<file path="src/rtl/pll_lock_sequencer_if.sv">
// pll_lock_sequencer_if
//   Bundles the signals between the PLL lock sequencer and the PLL/core side.
//   master : used by the sequencer. It receives LOCK and the control requests
//            and drives the PLL controls and the status outputs.
//   slave  : used by the environment. It drives LOCK and the requests and
//            observes the sequencer outputs.
//   Signals:
//     PLL_LOCK          raw PLL LOCK (asynchronous to REFERENCECLK)
//     BYPASS_REQ        request to run with the PLL bypassed
//     DELAY_SET[3:0]    fine-delay value to load
//     DELAY_LOAD        one-cycle strobe that loads DELAY_SET
//     PLL_RESET         PLL RESET, active-high
//     PLL_BYPASS        PLL BYPASS
//     PLL_DYNAMICDELAY  PLL DYNAMICDELAY[3:0]
//     RST_OUT           active-high reset for the PLLOUT domain
//     READY             output clock usable
//     FAULT             sticky lock failure
//     RETRIES[2:0]      failed attempts since last RUN/BYP/RESET
//     STATE[2:0]        sequencer state code
interface pll_lock_sequencer_if;
    logic       PLL_LOCK;
    logic       BYPASS_REQ;
    logic [3:0] DELAY_SET;
    logic       DELAY_LOAD;
    logic       PLL_RESET;
    logic       PLL_BYPASS;
    logic [3:0] PLL_DYNAMICDELAY;
    logic       RST_OUT;
    logic       READY;
    logic       FAULT;
    logic [2:0] RETRIES;
    logic [2:0] STATE;

    modport master (
        input  PLL_LOCK, BYPASS_REQ, DELAY_SET, DELAY_LOAD,
        output PLL_RESET, PLL_BYPASS, PLL_DYNAMICDELAY,
               RST_OUT, READY, FAULT, RETRIES, STATE
    );

    modport slave (
        output PLL_LOCK, BYPASS_REQ, DELAY_SET, DELAY_LOAD,
        input  PLL_RESET, PLL_BYPASS, PLL_DYNAMICDELAY,
               RST_OUT, READY, FAULT, RETRIES, STATE
    );
endinterface

</file>
<file path="src/rtl/pll_lock_sequencer.sv">
// pll_lock_sequencer
//   Core-side controller for the iCE40UP system PLL. It holds the PLL in
//   reset, releases it, qualifies LOCK for stability, and then releases the
//   downstream domain reset and raises READY. A lock timeout retries the
//   attempt; after MAX_RETRIES consecutive failures FAULT latches until
//   RESET. A bypass mode runs the downstream domain from the bypass clock.
//   Ports:
//     REFERENCECLK  free-running PLL reference clock (sole clock)
//     RESET         synchronous, active-high reset
//     bus           pll_lock_sequencer_if.master (PLL controls and status)
module pll_lock_sequencer #(
    parameter int unsigned RESET_CYCLES        = 16,
    parameter int unsigned LOCK_STABLE_CYCLES  = 256,
    parameter int unsigned LOCK_TIMEOUT_CYCLES = 4096,
    parameter int unsigned MAX_RETRIES         = 3,
    parameter logic [3:0]  DELAY_INIT          = 4'b0000
) (
    input  logic                        REFERENCECLK,
    input  logic                        RESET,
    pll_lock_sequencer_if.master        bus
);

    typedef enum logic [2:0] {
        ST_RST    = 3'd0,
        ST_WAIT   = 3'd1,
        ST_STABLE = 3'd2,
        ST_RUN    = 3'd3,
        ST_BYP    = 3'd4,
        ST_FAULT  = 3'd5
    } state_t;

    // Counters are compared against "last" values so that each phase lasts
    // exactly N edges counted from the edge that entered it.
    localparam logic [15:0] RST_LAST = 16'(RESET_CYCLES - 1);
    localparam logic [15:0] STB_LAST = 16'(LOCK_STABLE_CYCLES - 1);
    localparam logic [15:0] TMO_LAST = 16'(LOCK_TIMEOUT_CYCLES - 1);
    localparam logic [2:0]  RETRY_MAX = 3'(MAX_RETRIES);

    state_t      state_q, state_d;
    logic [15:0] cnt_q, cnt_d;
    logic [15:0] tmo_q, tmo_d;
    logic        lock_meta_q, lock_s_q;
    logic        pll_reset_q, pll_reset_d;
    logic        pll_bypass_q, pll_bypass_d;
    logic [3:0]  delay_q, delay_d;
    logic        rst_out_q, rst_out_d;
    logic        ready_q, ready_d;
    logic        fault_q, fault_d;
    logic [2:0]  retries_q, retries_d;
    logic [2:0]  retries_inc;
    logic        timeout;

    // NOTE: sequential state uses non-blocking assignments only, so every
    // register samples the values from before the edge.
    always_ff @(posedge REFERENCECLK) begin
        if (RESET) begin
            state_q      <= ST_RST;
            cnt_q        <= '0;
            tmo_q        <= '0;
            lock_meta_q  <= 1'b0;
            lock_s_q     <= 1'b0;
            pll_reset_q  <= 1'b1;
            pll_bypass_q <= 1'b0;
            delay_q      <= DELAY_INIT;
            rst_out_q    <= 1'b1;
            ready_q      <= 1'b0;
            fault_q      <= 1'b0;
            retries_q    <= '0;
        end else begin
            state_q      <= state_d;
            cnt_q        <= cnt_d;
            tmo_q        <= tmo_d;
            lock_meta_q  <= bus.PLL_LOCK;
            lock_s_q     <= lock_meta_q;
            pll_reset_q  <= pll_reset_d;
            pll_bypass_q <= pll_bypass_d;
            delay_q      <= delay_d;
            rst_out_q    <= rst_out_d;
            ready_q      <= ready_d;
            fault_q      <= fault_d;
            retries_q    <= retries_d;
        end
    end

    assign timeout     = (tmo_q == TMO_LAST);
    assign retries_inc = retries_q + 3'd1;

    // NOTE: every variable driven here gets a hold default first, so no
    // path through the case leaves one unassigned and no latch is inferred.
    always_comb begin
        state_d      = state_q;
        cnt_d        = cnt_q;
        tmo_d        = tmo_q;
        pll_reset_d  = pll_reset_q;
        pll_bypass_d = pll_bypass_q;
        delay_d      = delay_q;
        rst_out_d    = rst_out_q;
        ready_d      = ready_q;
        fault_d      = fault_q;
        retries_d    = retries_q;

        if (state_q != ST_FAULT && bus.DELAY_LOAD) begin
            delay_d = bus.DELAY_SET;
        end

        if (state_q == ST_FAULT) begin
            // Sticky until RESET; bypass requests are ignored here.
            pll_reset_d = 1'b1;
            rst_out_d   = 1'b1;
            ready_d     = 1'b0;
            fault_d     = 1'b1;
        end else if (bus.BYPASS_REQ && state_q != ST_BYP) begin
            state_d      = ST_BYP;
            cnt_d        = '0;
            pll_bypass_d = 1'b1;
            pll_reset_d  = 1'b1;
            rst_out_d    = 1'b1;
            ready_d      = 1'b0;
            retries_d    = '0;
        end else begin
            case (state_q)
                ST_RST: begin
                    if (cnt_q == RST_LAST) begin
                        state_d     = ST_WAIT;
                        cnt_d       = '0;
                        tmo_d       = '0;
                        pll_reset_d = 1'b0;
                    end else begin
                        cnt_d = cnt_q + 16'd1;
                    end
                end

                ST_WAIT, ST_STABLE: begin
                    tmo_d = tmo_q + 16'd1;
                    // Stable completion is checked ahead of the timeout so a
                    // lock that qualifies on the final cycle still wins.
                    if (lock_s_q && ((state_q == ST_STABLE && cnt_q == STB_LAST) ||
                                     (state_q == ST_WAIT && STB_LAST == 16'd0))) begin
                        state_d   = ST_RUN;
                        cnt_d     = '0;
                        rst_out_d = 1'b0;
                        ready_d   = 1'b1;
                        retries_d = '0;
                    end else if (timeout) begin
                        retries_d   = retries_inc;
                        pll_reset_d = 1'b1;
                        cnt_d       = '0;
                        if (retries_inc == RETRY_MAX) begin
                            state_d = ST_FAULT;
                            fault_d = 1'b1;
                        end else begin
                            state_d = ST_RST;
                        end
                    end else if (lock_s_q) begin
                        state_d = ST_STABLE;
                        cnt_d   = (state_q == ST_WAIT) ? 16'd1 : cnt_q + 16'd1;
                    end else begin
                        state_d = ST_WAIT;
                        cnt_d   = '0;
                    end
                end

                ST_RUN: begin
                    // Loss of lock restarts the sequence without counting
                    // as a failed attempt.
                    if (!lock_s_q) begin
                        state_d     = ST_RST;
                        cnt_d       = '0;
                        pll_reset_d = 1'b1;
                        rst_out_d   = 1'b1;
                        ready_d     = 1'b0;
                    end
                end

                ST_BYP: begin
                    if (!bus.BYPASS_REQ) begin
                        state_d      = ST_RST;
                        cnt_d        = '0;
                        pll_bypass_d = 1'b0;
                        pll_reset_d  = 1'b1;
                        rst_out_d    = 1'b1;
                        ready_d      = 1'b0;
                    end else if (rst_out_q) begin
                        // Hold the domain reset for RESET_CYCLES after entry,
                        // then stop counting.
                        if (cnt_q == RST_LAST) begin
                            rst_out_d = 1'b0;
                            ready_d   = 1'b1;
                        end else begin
                            cnt_d = cnt_q + 16'd1;
                        end
                    end
                end

                default: begin
                    state_d     = ST_RST;
                    cnt_d       = '0;
                    pll_reset_d = 1'b1;
                    rst_out_d   = 1'b1;
                    ready_d     = 1'b0;
                end
            endcase
        end
    end

    assign bus.PLL_RESET        = pll_reset_q;
    assign bus.PLL_BYPASS       = pll_bypass_q;
    assign bus.PLL_DYNAMICDELAY = delay_q;
    assign bus.RST_OUT          = rst_out_q;
    assign bus.READY            = ready_q;
    assign bus.FAULT            = fault_q;
    assign bus.RETRIES          = retries_q;
    assign bus.STATE            = state_q;

endmodule

</file>
<file path="src/flat_wrapper.sv">
// flat-port wrapper written by rule: the top's interface ports become plain ports
module pll_lock_sequencer_flat 
#(
    parameter int unsigned RESET_CYCLES        = 16,
    parameter int unsigned LOCK_STABLE_CYCLES  = 256,
    parameter int unsigned LOCK_TIMEOUT_CYCLES = 4096,
    parameter int unsigned MAX_RETRIES         = 3,
    parameter logic [3:0]  DELAY_INIT          = 4'b0000
)
  (REFERENCECLK, RESET, bus_PLL_LOCK, bus_BYPASS_REQ, bus_DELAY_SET, bus_DELAY_LOAD, bus_PLL_RESET, bus_PLL_BYPASS, bus_PLL_DYNAMICDELAY, bus_RST_OUT, bus_READY, bus_FAULT, bus_RETRIES, bus_STATE);
  pll_lock_sequencer_if bus_i ();
  input  logic REFERENCECLK;
  input  logic RESET;
  input wire logic [$bits(bus_i.PLL_LOCK)-1:0] bus_PLL_LOCK;
  input wire logic [$bits(bus_i.BYPASS_REQ)-1:0] bus_BYPASS_REQ;
  input wire logic [$bits(bus_i.DELAY_SET)-1:0] bus_DELAY_SET;
  input wire logic [$bits(bus_i.DELAY_LOAD)-1:0] bus_DELAY_LOAD;
  output wire logic [$bits(bus_i.PLL_RESET)-1:0] bus_PLL_RESET;
  output wire logic [$bits(bus_i.PLL_BYPASS)-1:0] bus_PLL_BYPASS;
  output wire logic [$bits(bus_i.PLL_DYNAMICDELAY)-1:0] bus_PLL_DYNAMICDELAY;
  output wire logic [$bits(bus_i.RST_OUT)-1:0] bus_RST_OUT;
  output wire logic [$bits(bus_i.READY)-1:0] bus_READY;
  output wire logic [$bits(bus_i.FAULT)-1:0] bus_FAULT;
  output wire logic [$bits(bus_i.RETRIES)-1:0] bus_RETRIES;
  output wire logic [$bits(bus_i.STATE)-1:0] bus_STATE;
  assign bus_i.PLL_LOCK = bus_PLL_LOCK;
  assign bus_i.BYPASS_REQ = bus_BYPASS_REQ;
  assign bus_i.DELAY_SET = bus_DELAY_SET;
  assign bus_i.DELAY_LOAD = bus_DELAY_LOAD;
  assign bus_PLL_RESET = bus_i.PLL_RESET;
  assign bus_PLL_BYPASS = bus_i.PLL_BYPASS;
  assign bus_PLL_DYNAMICDELAY = bus_i.PLL_DYNAMICDELAY;
  assign bus_RST_OUT = bus_i.RST_OUT;
  assign bus_READY = bus_i.READY;
  assign bus_FAULT = bus_i.FAULT;
  assign bus_RETRIES = bus_i.RETRIES;
  assign bus_STATE = bus_i.STATE;
  pll_lock_sequencer #(.RESET_CYCLES(RESET_CYCLES), .LOCK_STABLE_CYCLES(LOCK_STABLE_CYCLES), .LOCK_TIMEOUT_CYCLES(LOCK_TIMEOUT_CYCLES), .MAX_RETRIES(MAX_RETRIES), .DELAY_INIT(DELAY_INIT)) u_core (.REFERENCECLK(REFERENCECLK), .RESET(RESET), .bus(bus_i));
endmodule
</file>
<file path="config.mk">
export PLATFORM = sky130hd
export DESIGN_NAME = pll_lock_sequencer_flat
export DESIGN_NICKNAME = d
export VERILOG_FILES = /design/src/rtl/pll_lock_sequencer_if.sv /design/src/rtl/pll_lock_sequencer.sv /design/src/flat_wrapper.sv
export SDC_FILE = /design/constraint.sdc
export NUM_CORES = 1
export LEC_CHECK = 0
export ABC_AREA = 0
export CAP_MARGIN = 20
export CORE_MARGIN = 8
export CORE_UTILIZATION = 53
export DETAILED_ROUTE_END_ITERATION = 12
export PLACE_DENSITY = 0.74
export REMOVE_ABC_BUFFERS = 1
export SETUP_SLACK_MARGIN = 0.2
export SYNTH_ARGS = -nofsm -noshare
export SYNTH_HDL_FRONTEND = slang
export SYNTH_SLANG_ARGS = --single-unit
export TNS_END_PERCENT = 20
</file>
<file path="constraint.sdc">
create_clock -name REFERENCECLK -period 6.64 [get_ports REFERENCECLK]
set_input_delay 1.328 -clock REFERENCECLK [delete_from_list [all_inputs] [get_ports REFERENCECLK]]
set_output_delay 1.328 -clock REFERENCECLK [all_outputs]
set_load 0.05 [all_outputs]
</file>
# Word level (Yosys, flattened, before mapping)
# Cells that the tools add are included.
word_totals:
  output_inout_bits: 15
  reg_bits: 49
  inputBits: 9
  wordCells: 120
op_classes:
  reduce_logical: 23
  n_eq_ne: 27
  n_addsub: 3
  n_bitwise: 3
  mux: 52
ops:
  columns: ["operator", "n"]
  rows:
  - ["16-bit two-way mux", 11]
  - ["16-bit one-hot mux with 4 select lines", 1]
  - ["3-bit two-way mux", 11]
  - ["16-bit by 1-bit adder with 16-bit output, second input constant", 2]
  - ["16-bit one-hot mux with 2 select lines", 1]
  - ["1-bit two-way mux", 23]
  - ["16-bit by 12-bit == test with 1-bit output, second input constant", 1]
  - ["16-bit by 4-bit == test with 1-bit output, second input constant", 1]
  - ["16-bit by 8-bit == test with 1-bit output, second input constant", 1]
  - ["5-bit AND reduction", 3]
  - ["2-bit by 1-bit != test with 1-bit output, second input constant", 6]
  - ["1-bit one-hot mux with 4 select lines", 3]
  - ["3-bit one-hot mux with 4 select lines", 1]
  - ["4-bit AND reduction", 3]
  - ["2-bit nonzero test", 6]
  - ["3-bit by 2-bit == test with 1-bit output, second input constant", 3]
  - ["3-bit by 2-bit != test with 1-bit output, second input constant", 3]
  - ["3-bit != test, second input constant", 3]
  - ["3-bit AND reduction", 3]
  - ["3-bit == test, second input constant", 2]
  - ["2-bit != test, second input constant", 3]
  - ["1-bit logical AND", 4]
  - ["4-bit by 2-bit != test with 1-bit output, second input constant", 1]
  - ["4-bit by 3-bit != test with 1-bit output, second input constant", 1]
  - ["other kinds (9)", 11]

# Logic depth before layout (Yosys ltp)
# Gate-level depths: netlist of run 1.
logic_depth:
  word_depth: 8
  depth_mapped: 12
  mapped_depth_nobuf: 10

# Worst setup path before layout of run 1
# No wires, ideal clock.
synth_timing:
  kind: "input to register"
  startpoint: "in bus_BYPASS_REQ"
  endpoint: "reg u_core.cnt_q[12]"
  required_time_ns: 6.519
  path_slack_ns: 3.669
  stages: 8
  n_path_buf: 1
  setup_time_ns: 0.121
  arrival_ns: 2.850
  path_cell_list: "ha_1 inv_1 and2_1 a311oi_1 or2_0 buf_6 o31ai_1 mux2_4"
synth_between:
  elab_chain_len: 3
  word_cells_on_any_way: 8
  classes_between: "3 x eq/ne; 3 x mux; 2 x reduce/logical"
synth_rtl:
  columns: ["element", "line", "source"]
  rows:
  - ["start: declaration", "flat_wrapper.sv:15", "input wire logic [$bits(bus_i.BYPASS_REQ)-1:0] bus_BYPASS_REQ;"]
  - ["16-bit two-way mux or 1-bit logical AND (tied branches)", "pll_lock_sequencer.sv:176, pll_lock_sequencer.sv:112", null]
  - ["16-bit one-hot mux with 4 select lines (tied with other cells)", "pll_lock_sequencer.sv:121", "case (state_q)"]
  - ["16-bit two-way mux or 4-bit AND reduction (tied branches)", null, null]
  - ["end signal: assignment", "pll_lock_sequencer.sv:71", "cnt_q <= cnt_d;"]
  - ["end: declaration", "pll_lock_sequencer.sv:40", "logic [15:0] cnt_q, cnt_d;"]
# Parallel ways exist; a longest one is shown, timed or not.
# A chain may end at the register's enable or synchronous reset.

# Worst setup path in the final report of run 1
layout_timing:
  startpoint: "in bus_BYPASS_REQ"
  endpoint: "reg u_core.cnt_q[13]"
# The elaborated chain is that of the path after synthesis.

==> key figures, run 1 <==
Flow run
  – MaxCap Viol Count: 0

Drt
  – DRT Wirelength: 6170 um
  – Routed vias: 2423
  – Number of iterations in the first detailed-routing pass: 4
  – WL/cell: 14.9 um
  – Routed vias/inst: 5.84
  – Drt first-iter violations: 165
  – DRC viols: 0
  – Post-DRT Antenna Nets: 0

Floorplan
  – Io pins: 24
  – Core Rows: 26
  – Die Width: 88.3 um
  – Die area: 0.00780 mm2
  – Die Span Y: 88.3 um
  – Core Area: 0.00507 mm2
  – Initial Util: 0.546

Setup path
  – CP peak stage delay: 0.64 ns
  – Critical path launch point type: input port
  – Crit end category: flip-flop
  – Worst-path maximum fanout: 11
  – Crit path from: bus_BYPASS_REQ
  – Crit-path slowest cell: a311oi_1
  – WP data arrival: 4.30 ns
  – Reg2Reg Depth: 10
  – CP Class: input port to flip-flop
  – Critical-path cell list: clkdlybuf4s50_1 -> ha_1 -> inv_1 -> and2_1 -> a311oi_1 -> or2_0 -> o31ai_1 -> mux2_2
  – Reg-to-Reg End: u_core.cnt_q[13]$_SDFFE_PP0P_
  – Slack of the worst reg-to-reg path: 3.31 ns
  – RR Startpoint: u_core.bus.STATE[0]$_SDFFE_PP0P_
  – Critical Path End: u_core.cnt_q[13]$_SDFFE_PP0P_
  – Crit path required time: 6.85 ns

Yosys
  – Top FF cell, synth: dfxtp_1
  – Average cell area after synthesis: 8.51 um2
  – Post-synth EDFFs: 0
  – Cells after Synth: 326
  – YS warnings: 0
  – Async SR Flop Fraction: 0
  – Post-Syn Area: 0.00277 mm2
  – Yosys reg bits: 49
  – Count of cell types in the netlist: 68
  – Register area share after synthesis: 0.354

Pwr
  – Total Power: 0.669 mW
  – Pwr per Cell Area: 213 mW/mm2
  – Maximum vdd drop: 0.149 mV
  – Leakage power: 1.11 nW
  – Internal power: 0.491 mW
  – Power share of the clock group: 0.388
  – Psw: 0.178 mW
  – Combinational power share: 0.152
  – Sw Share: 0.266
  – Sequential power share: 0.460

Timing
  – Hold slack: 0.455 ns
  – Final hold viol count: 0
  – Fin crit share: 0.617
  – Fin crit period: 4.10 ns
  – RSZ-0062 raised after global routing: no
  – Final setup fails: 0
  – Worst relative slew slack: 0.388
  – F_max: 244 MHz
  – Fin Setup TNS: 0 ns
  – Least-Margin Pin Slew: 0.917 ns
  – Max-slew violations: 0
  – Clock skew: 0.0101 ns

Placement
  – Dpl hpwl: 4300 um
  – Port bufs: 23
  – Routability Congestion: 0.908
  – Dpl cells: 406

Layout
  – Share of layout cells above drive strength 1: 0.101
  – Final Net Count: 359
  – # fillers: 475
  – Final core utilization: 0.618
  – N_diodes: 0
  – Fin cells: 415
  – Syn-to-layout area delta: 13.1%

Hold path
  – Hold WC Path Type: flip-flop to flip-flop

Clock network
  – H-tree depth: 2
  – Hold-fix buffers, CTS: 0
  – Total CTS buffers: 5
  – CTS tree: done
  – Post-CTS sizing: 0
  – Worst-path clk slew: 0.09 ns
  – Setup Buffers After CTS: 0
  – Clock root cell: clkbuf_8
  – Worst-skew pair later-pin latency: 0.31 ns
  – Clk sinks: 49
  – CTS Buffer Depth: 2

GRT
  – First-pass GRT wire length: 10100 um
  – Vias in the first global route: 2258
  – GRT Residual Overflow: 0
  – Initial antenna violation count: 0
  – Total track usage: 0.162
  – Largest net degree at the start of global routing: 40

Run status
  – Outcome: finished, final reports clean
## cell usage after synthesis, types with 2 or more instances
library cell | count | area [um2]
dfxtp_1 | 49 | 981
nor2_1 | 37 | 139
nand2_1 | 28 | 105
a21oi_1 | 22 | 110
nand3_1 | 11 | 55.1
nor3_1 | 11 | 55.1
inv_1 | 10 | 37.5
xnor2_1 | 10 | 87.6
o21ai_0 | 9 | 45.0
o31ai_1 | 9 | 67.6
nand4_1 | 8 | 50.1
clkbuf_1 | 6 | 22.5
ha_1 | 6 | 75.1
or3_1 | 6 | 37.5
xor2_1 | 6 | 52.6
and3_1 | 5 | 31.3
nor2b_1 | 5 | 31.3
nor4_1 | 5 | 31.3
nor4b_1 | 5 | 43.8
a31oi_1 | 4 | 25.0
buf_6 | 4 | 45.0
mux2_2 | 4 | 45.0
mux2i_1 | 4 | 40.0
a22o_1 | 3 | 26.3
and2_1 | 3 | 18.8
and4_1 | 3 | 26.3
o21a_1 | 3 | 22.5
or4_4 | 3 | 33.8
a2bb2oi_1 | 2 | 17.5
clkbuf_8 | 2 | 27.5
mux2_4 | 2 | 30.0
nand3b_1 | 2 | 15.0
or2_2 | 2 | 12.5
or4_1 | 2 | 15.0
or4b_2 | 2 | 20.0
## worst max-delay path: cells and delay by family
family	cells	cell delay, ns
AOI/OAI and AO/OA	2	0.78
adders and majority gates	1	0.42
buffers and inverters	2	0.82
muxes	1	0.28
and+or+nand+nor	2	0.68
## power groups by stage
stage / clock network (mW) / registers (mW) / logic (mW)
2_1_floorplan: 0 / 0.326 / 0.0560
3_3_place_gp: 0 / 0.314 / 0.0990
3_5_place_dp: 0 / 0.314 / 0.0993
4_1_cts: 0.265 / 0.307 / 0.0998
5_1_grt: 0.277 / 0.309 / 0.109
6_report: 0.260 / 0.308 / 0.102
## logic make-up after synthesis
group,share of synthesized area
adders and majority gates,0.0271
AOI/OAI and AO/OA,0.174
and+or+nand+nor,0.301
buffers and inverters,0.0523
xor gates and xnor gates,0.0505
muxes,0.0415
DFF,0.354
## layer usage
metal / up-vias / share of wire / GRT usage
met2: 60 / 0.45 / 0.266
met5: - / 0 / 0
met4: 0 / 0.016 / 0.0661
met1: 1127 / 0.48 / 0.195
li1: 1227 / - / -
met3: 9 / 0.054 / 0.0418
## metrics by stage
stage | area, um2 | worst slack [ns]
CTS | 3130 | 2.59
global route | 3140 | 2.34
global placement | 2990 | 2.40
detailed placement | 2990 | 2.27
finish | 3140 | 2.54
floorplan | 2670 | 3.38
## how the worst min path moves through the flow
| stage | start | endpoint | cells after the start |
|---|---|---|---|
| floorplan | u_core.lock_meta_q$_SDFF_PP0_ | u_core.lock_s_q$_SDFF_PP0_ | 1 |
| global placement | u_core.lock_meta_q$_SDFF_PP0_ | u_core.lock_s_q$_SDFF_PP0_ | 1 |
| detailed placement | u_core.lock_meta_q$_SDFF_PP0_ | u_core.lock_s_q$_SDFF_PP0_ | 1 |
| CTS | u_core.lock_meta_q$_SDFF_PP0_ | u_core.lock_s_q$_SDFF_PP0_ | 1 |
| global route | u_core.bus.PLL_DYNAMICDELAY[2]$_SDFFE_PP0P_ | u_core.bus.PLL_DYNAMICDELAY[2]$_SDFFE_PP0P_ | 2 |
| finish | u_core.bus.PLL_DYNAMICDELAY[2]$_SDFFE_PP0P_ | u_core.bus.PLL_DYNAMICDELAY[2]$_SDFFE_PP0P_ | 2 |
## flip-flops by register name (all words and copies together), names as in the netlist
signal,flops
u_core.bus.FAULT,1
u_core.lock_s_q,1
u_core.bus.READY,1
u_core.bus.PLL_BYPASS,1
u_core.bus.RETRIES,3
u_core.lock_meta_q,1
u_core.bus.PLL_DYNAMICDELAY,4
u_core.cnt_q,16
u_core.tmo_q,16
u_core.bus.STATE,3
u_core.bus.PLL_RESET,1
u_core.bus.RST_OUT,1
## area by class of cell
type / count / area [um2] / share of cell area
well taps: 70 / 87.6 / 0.0279
repair buffers: 25 / 245 / 0.0782
inverters: 10 / 37.5 / 0.0120
clock inverters: 3 / 68.8 / 0.0219
clock buffers: 5 / 68.8 / 0.0219
multi-input cells: 253 / 1650 / 0.525
flip-flops and latches: 49 / 981 / 0.313
## cell usage in the layout (no fill, tap or decap), drive strengths merged, types with 3 or more instances in the layout
cell and count:
dfxtp 49, nor2 37, nand2 28, clkdlybuf4s50 23
a21oi 23, nand3 11, nor3 11, inv 11
o21ai 11, xnor2 10, o31ai 9, nand4 8
or3 7, xor2 6, ha 6, mux2 6
or4 6, nor4b 5, and3 5, nor4 5
nor2b 5, clkbuf 5, mux2i 4, a31oi 4
a22o 4, or2 4, and4 3, o21a 3
and2 3
(Power assumes the default switching activity.)
==> inputs of run 2 (changes only) <==
clock period = 4.16 ns   (was 6.64 ns; I/O delays follow)
==> run 2 against run 1 <==
Compared with the run above: count of clock-buffer cells in the layout stayed put; total power is 42% higher; combinational power grew 61%; critical path type unchanged; sequential share of layout area increased by 0.32 points; die area stayed put.
==> key figures, run 2 (synthesized netlist as in run 1, its figures left out) <==
Floorplan
  – Io pins: 24 (unchanged)
  – Core Rows: 26 (unchanged)
  – Die Width: 88.3 um (unchanged)
  – Die area: 0.00780 mm2 (unchanged)
  – Die Span Y: 88.3 um (unchanged)
  – Initial Util: 0.546 (unchanged)
  – Core Area: 0.00507 mm2 (unchanged)

Layout
  – Final core utilization: 0.612 (-0.00616)
  – N_diodes: 0 (unchanged)
  – Most common cell after layout, fill and taps aside: dfxtp_1
  – Post-route cell area: 0.00310 mm2 (-1.0%)
  – Final Net Count: 361 (+0.56%)
  – Share of layout cells above drive strength 1: 0.107 (+0.00518)
  – Syn-to-layout area delta: 12.0%
  – Most frequent cells in the layout: dfxtp_1 (49), nor2_1 (37), nand2_1 (28)

Hold path
  – Hold WC Path Type: flip-flop to flip-flop
  – Hold path endpoint: u_core.lock_s_q$_SDFF_PP0_
  – Hold_sp: u_core.lock_meta_q$_SDFF_PP0_
  – Hold Crit Depth: 1 (-1)

Drt
  – DRC viols: 0 (unchanged)
  – WL/cell: 15.0 um (+0.70%)
  – DRT Wirelength: 6240 um (+1.2%)
  – Number of iterations in the first detailed-routing pass: 4 (unchanged)
  – Routed vias: 2479 (+2.3%)
  – Post-DRT Antenna Nets: 0 (unchanged)
  – Routed vias/inst: 5.94 (+1.8%)
  – Drt first-iter violations: 188 (+14%)

Timing
  – Fin Setup TNS: 0 ns (unchanged)
  – Clock skew: 0.00424 ns (-0.00586 ns)
  – RSZ-0062 raised after global routing: no
  – Worst relative slew slack: 0.372 (-0.0161)
  – Final setup fails: 0 (unchanged)
  – Final hold viol count: 0 (unchanged)
  – Fin crit period: 3.46 ns
  – Max-slew violations: 0 (unchanged)
  – F_max: 289 MHz
  – Final WS setup: 0.699 ns (-1.84 ns)
  – Least-Margin Pin Slew: 0.941 ns (+0.0240 ns)
  – Fin crit share: 0.832

Run status
  – Outcome: finished, final reports clean

Setup path
  – Worst-path maximum fanout: 11 (unchanged)
  – Slack of the worst reg-to-reg path: 1.00 ns (-2.31 ns)
  – CP Class: input port to flip-flop
  – Critical path launch point type: input port
  – Critical-path cell list: clkdlybuf4s50_1 -> ha_1 -> inv_1 -> and2_1 -> a311oi_1 -> buf_4 -> or2_0 -> o31ai_1 -> mux2_2
  – Reg2Reg Depth: 11 (+1)
  – Crit-path slowest cell: clkdlybuf4s50_1
  – Crit end category: flip-flop
  – CP peak stage delay: 0.62 ns (-0.02 ns)
  – WP data arrival: 3.67 ns (-0.63 ns)
  – Crit path required time: 4.37 ns (-2.48 ns)
  – Reg-to-Reg End: u_core.cnt_q[15]$_SDFFE_PP0P_
  – RR Startpoint: u_core.bus.STATE[0]$_SDFFE_PP0P_

Pwr
  – Pwr per Cell Area: 306 mW/mm2 (+44%)
  – Leakage power: 1.10 nW (-1.0%)
  – Maximum vdd drop: 0.231 mV (+54%)

GRT
  – First-pass GRT wire length: 10300 um (+1.7%)
  – Initial antenna violation count: 0 (unchanged)
  – Largest net degree at the start of global routing: 29 (-28%)
  – Vias in the first global route: 2309 (+2.3%)
  – GRT Residual Overflow: 0 (unchanged)
  – Total track usage: 0.163 (+0.00161)

Placement
  – Dpl hpwl: 4460 um (+3.6%)
  – Placed Area: 0.00301 mm2 (+0.75%)
  – Port bufs: 23 (unchanged)
  – Routability Congestion: 0.869 (-4.3%)
  – Setup WS pre-CTS: 0.461 ns (-1.81 ns)

Clock network
  – CTS tree: done
  – Setup Buffers After CTS: 0 (unchanged)
  – Worst-skew pair later-pin latency: 0.31 ns (about the same)
  – CTS Buffer Depth: 2 (unchanged)
  – Hold-fix buffers, CTS: 0 (unchanged)
  – H-tree depth: 2 (unchanged)
  – Clk sinks: 49 (unchanged)
  – Total CTS buffers: 5 (unchanged)
  – Post-CTS sizing: 0 (unchanged)
  – Worst-path clk slew: 0.09 ns (about the same)
  – Clock root cell: clkbuf_8

Flow run
  – MaxCap Viol Count: 0 (unchanged)
-- run 2: cell types whose count changed in the layout (fill, tap and decap cells not counted) --
cell	previous run	this run
clkinv_2	0	1
clkinv_4	0	2
inv_6	1	0
bufinv_16	2	0
buf_4	2	4
-- run 2: how the worst max path moves through the flow --
stage / slack (ns) / end / start
2_1_floorplan: 1.09 / u_core.cnt_q[7]$_SDFFE_PP0P_ / u_core.bus.STATE[0]$_SDFFE_PP0P_
3_3_place_gp: 0.66 / u_core.cnt_q[9]$_SDFFE_PP0P_ / bus_BYPASS_REQ
3_5_place_dp: 0.46 / u_core.cnt_q[15]$_SDFFE_PP0P_ / bus_BYPASS_REQ
4_1_cts: 0.78 / u_core.cnt_q[15]$_SDFFE_PP0P_ / bus_BYPASS_REQ
5_1_grt: 0.58 / u_core.cnt_q[15]$_SDFFE_PP0P_ / bus_BYPASS_REQ
6_report: 0.70 / u_core.cnt_q[15]$_SDFFE_PP0P_ / bus_BYPASS_REQ
-- run 2: metrics by stage --
stage | power (mW) | instances | hold slack, ns
after floorplan | 0.609 | 312 | 0.414
after global placement | 0.661 | 409 | 0.415
after detailed placement | 0.663 | 409 | 0.422
after CTS | 0.954 | 417 | 0.445
after global routing | 0.990 | 417 | 0.460
final | 0.951 | 417 | 0.443
-- run 2: per-layer routing --
layer | up-vias | GRT usage | wire length (um)
li1 | 1234 | - | -
met1 | 1159 | 0.208 | 3040
met2 | 75 | 0.255 | 2770
met3 | 11 | 0.0455 | 319
met4 | 0 | 0.0599 | 106
met5 | - | 0 | 0
-- run 2: cell type report --
| cell class | instances | area (um2) |
|---|---|---|
| fillers | 475 | 1970 |
| multi-input cells | 253 | 1650 |
| flip-flops and latches | 49 | 981 |
| repair buffers | 27 | 260 |
| well taps | 70 | 87.6 |
| clock buffers | 5 | 68.8 |
| inverters | 10 | 37.5 |
| clock inverters | 3 | 22.5 |
-- run 2: worst max-delay path, delay by kind of cell --
family / cells / cell delay [ns]
compound gates: 2 / 0.46
fa+ha+maj: 1 / 0.44
buf+inv: 3 / 1.06
mux: 1 / 0.28
simple gates: 2 / 0.62
-- run 2: report_power, final --
part           switching [mW]  internal (mW)  total [mW]
Clock                   0.176          0.120       0.296
Combinational           0.101         0.0628       0.164
Sequential             0.0115          0.479       0.491
==> inputs of run 3 (changes only) <==
clock period = 3.4 ns   (was 4.16 ns; I/O delays follow)
==> run 3 against run 2 <==
Compared with the run above: core utilization increased by 0.99 points; routed wire length decreased by 2.5%; global-route usage increased by 0.40 points; flip-flop and latch count unchanged; die area unchanged; via count decreased by 0.65%; first-iteration DRC count decreased by 34%; critical path type unchanged.
==> key figures, run 3 (synthesized netlist as in run 1, its figures left out) <==
Flow run
  – MaxCap Viol Count: 0 (unchanged)

Setup path
  – Crit path required time: 3.59 ns (-0.78 ns)
  – Reg2Reg Depth: 11 (unchanged)
  – WP data arrival: 3.12 ns (-0.55 ns)
  – Crit end category: flip-flop
  – Top Family by Delay on Critical Path: buffers and inverters
  – Bufs and invs on worst path: 2 (-1)
  – Worst-path maximum fanout: 8 (-3)
  – RR Startpoint: u_core.bus.STATE[0]$_SDFFE_PP0P_
  – CP Class: input port to flip-flop
  – Reg-to-Reg End: u_core.cnt_q[9]$_SDFFE_PP0P_
  – Crit path from: bus_BYPASS_REQ
  – Crit-path slowest cell: clkdlybuf4s50_1
  – CP peak stage delay: 0.61 ns (about the same)
  – Worst path depth: 8 (-1)
  – Critical-path cell list: clkdlybuf4s50_1 -> ha_1 -> inv_1 -> and2_1 -> a311oi_1 -> or2_0 -> o31ai_1 -> mux2_2
  – Critical path launch point type: input port
  – Critical Path End: u_core.cnt_q[9]$_SDFFE_PP0P_
  – Slack of the worst reg-to-reg path: 0.55 ns (-0.45 ns)

Timing
  – Fin crit share: 0.861
  – Fin crit period: 2.93 ns
  – Worst relative slew slack: 0.650 (+0.279)
  – Max-slew violations: 0 (unchanged)
  – Fin Setup TNS: 0 ns (unchanged)
  – Least-Margin Pin Slew: 0.523 ns (-0.418 ns)
  – Final hold viol count: 0 (unchanged)
  – Hold slack: 0.440 ns (-0.00297 ns)
  – F_max: 342 MHz
  – Final setup fails: 0 (unchanged)
  – RSZ-0062 raised after global routing: no
  – Clock skew: 0.00673 ns (+0.00250 ns)

Drt
  – DRT Wirelength: 6080 um (-2.5%)
  – Drt first-iter violations: 125 (-34%)
  – Routed vias/inst: 5.85 (-1.6%)
  – Routed vias: 2463 (-0.65%)
  – Number of iterations in the first detailed-routing pass: 4 (unchanged)
  – WL/cell: 14.4 um (-3.5%)
  – DRC viols: 0 (unchanged)
  – Post-DRT Antenna Nets: 0 (unchanged)

Clock network
  – Hold-fix buffers, CTS: 0 (unchanged)
  – Post-CTS sizing: 0 (unchanged)
  – Total CTS buffers: 5 (unchanged)
  – Worst-path clk slew: 0.08 ns (about the same)
  – CTS Buffer Depth: 2 (unchanged)
  – Clk sinks: 49 (unchanged)
  – CTS tree: done
  – H-tree depth: 2 (unchanged)
  – Setup Buffers After CTS: 0 (unchanged)
  – Worst-skew pair later-pin latency: 0.30 ns (about the same)
  – Clock root cell: clkbuf_8

Pwr
  – Leakage power: 1.13 nW (+2.8%)
  – Maximum vdd drop: 0.310 mV (+34%)
  – Pwr per Cell Area: 381 mW/mm2 (+24%)

GRT
  – Initial antenna violation count: 0 (unchanged)
  – Total track usage: 0.167 (+0.00399)
  – Largest net degree at the start of global routing: 22 (-24%)
  – GRT Residual Overflow: 0 (unchanged)
  – First-pass GRT wire length: 10600 um (+3.2%)
  – Vias in the first global route: 2324 (+0.65%)

Floorplan
  – Die area: 0.00780 mm2 (unchanged)
  – Initial Util: 0.546 (unchanged)
  – Core Area: 0.00507 mm2 (unchanged)
  – Core Rows: 26 (unchanged)
  – Die Span Y: 88.3 um (unchanged)
  – Io pins: 24 (unchanged)
  – Die Width: 88.3 um (unchanged)

Layout
  – Most common cell after layout, fill and taps aside: dfxtp_1
  – Share of layout cells above drive strength 1: 0.117 (+0.0102)
  – Final Net Count: 366 (+1.4%)
  – Syn-to-layout area delta: 13.8%
  – Most frequent cells in the layout: dfxtp_1 (49), nor2_1 (37), nand2_1 (28)
  – N_diodes: 0 (unchanged)

Placement
  – Routability Congestion: 0.972 (+12%)
  – Port bufs: 23 (unchanged)
  – Dpl hpwl: 4430 um (-0.62%)

Hold path
  – Hold WC Path Type: flip-flop to flip-flop

Run status
  – Outcome: finished, final reports clean
-- run 3: power breakdown --
| part | internal (mW) | leakage [nW] | switching, mW |
|---|---|---|---|
| combinational | 0.0816 | 0.676 | 0.123 |
| sequential | 0.586 | 0.397 | 0.0141 |
| clock | 0.214 | 0.0540 | 0.183 |
| total | 0.881 | 1.13 | 0.320 |
-- run 3: routing by layer --
layer / vias to the layer above / global-route usage / share of wire
met5: - / 0 / 0
met1: 1145 / 0.211 / 0.47
li1: 1243 / - / -
met4: 0 / 0.0722 / 0.023
met3: 12 / 0.0381 / 0.055
met2: 63 / 0.265 / 0.45
-- run 3: how the worst min path moves through the flow --
stage                                            end                          start  depth (start not counted)
final                     u_core.lock_s_q$_SDFF_PP0_  u_core.lock_meta_q$_SDFF_PP0_                          1
after global routing      u_core.lock_s_q$_SDFF_PP0_  u_core.lock_meta_q$_SDFF_PP0_                          1
after CTS                 u_core.lock_s_q$_SDFF_PP0_  u_core.lock_meta_q$_SDFF_PP0_                          1
after detailed placement  u_core.lock_s_q$_SDFF_PP0_  u_core.lock_meta_q$_SDFF_PP0_                          1
after global placement    u_core.lock_s_q$_SDFF_PP0_  u_core.lock_meta_q$_SDFF_PP0_                          1
after floorplan           u_core.lock_s_q$_SDFF_PP0_  u_core.lock_meta_q$_SDFF_PP0_                          1
-- run 3: layout make-up --
cell class	count	area [um2]
sequential	49	981
clock buffer	5	68.8
inverter	10	37.5
clock inverter	2	35.0
multi-input combinational	253	1650
fill	472	1920
tap	70	87.6
timing repair buffer	32	298
-- run 3: metrics by stage --
step / instance area [um2] / setup slack, ns / utilization / std cells / total power, mW
floorplan: 2670 / 0.333 / - / 312 / 0.746
global placement: 3050 / 0.315 / 0.601 / 414 / 0.815
detailed placement: 3050 / 0.230 / 0.601 / 414 / 0.816
CTS: 3150 / 0.538 / 0.622 / 421 / 1.22
global route: 3150 / 0.343 / 0.622 / 421 / 1.26
finish: 3150 / 0.473 / 0.622 / 421 / 1.20
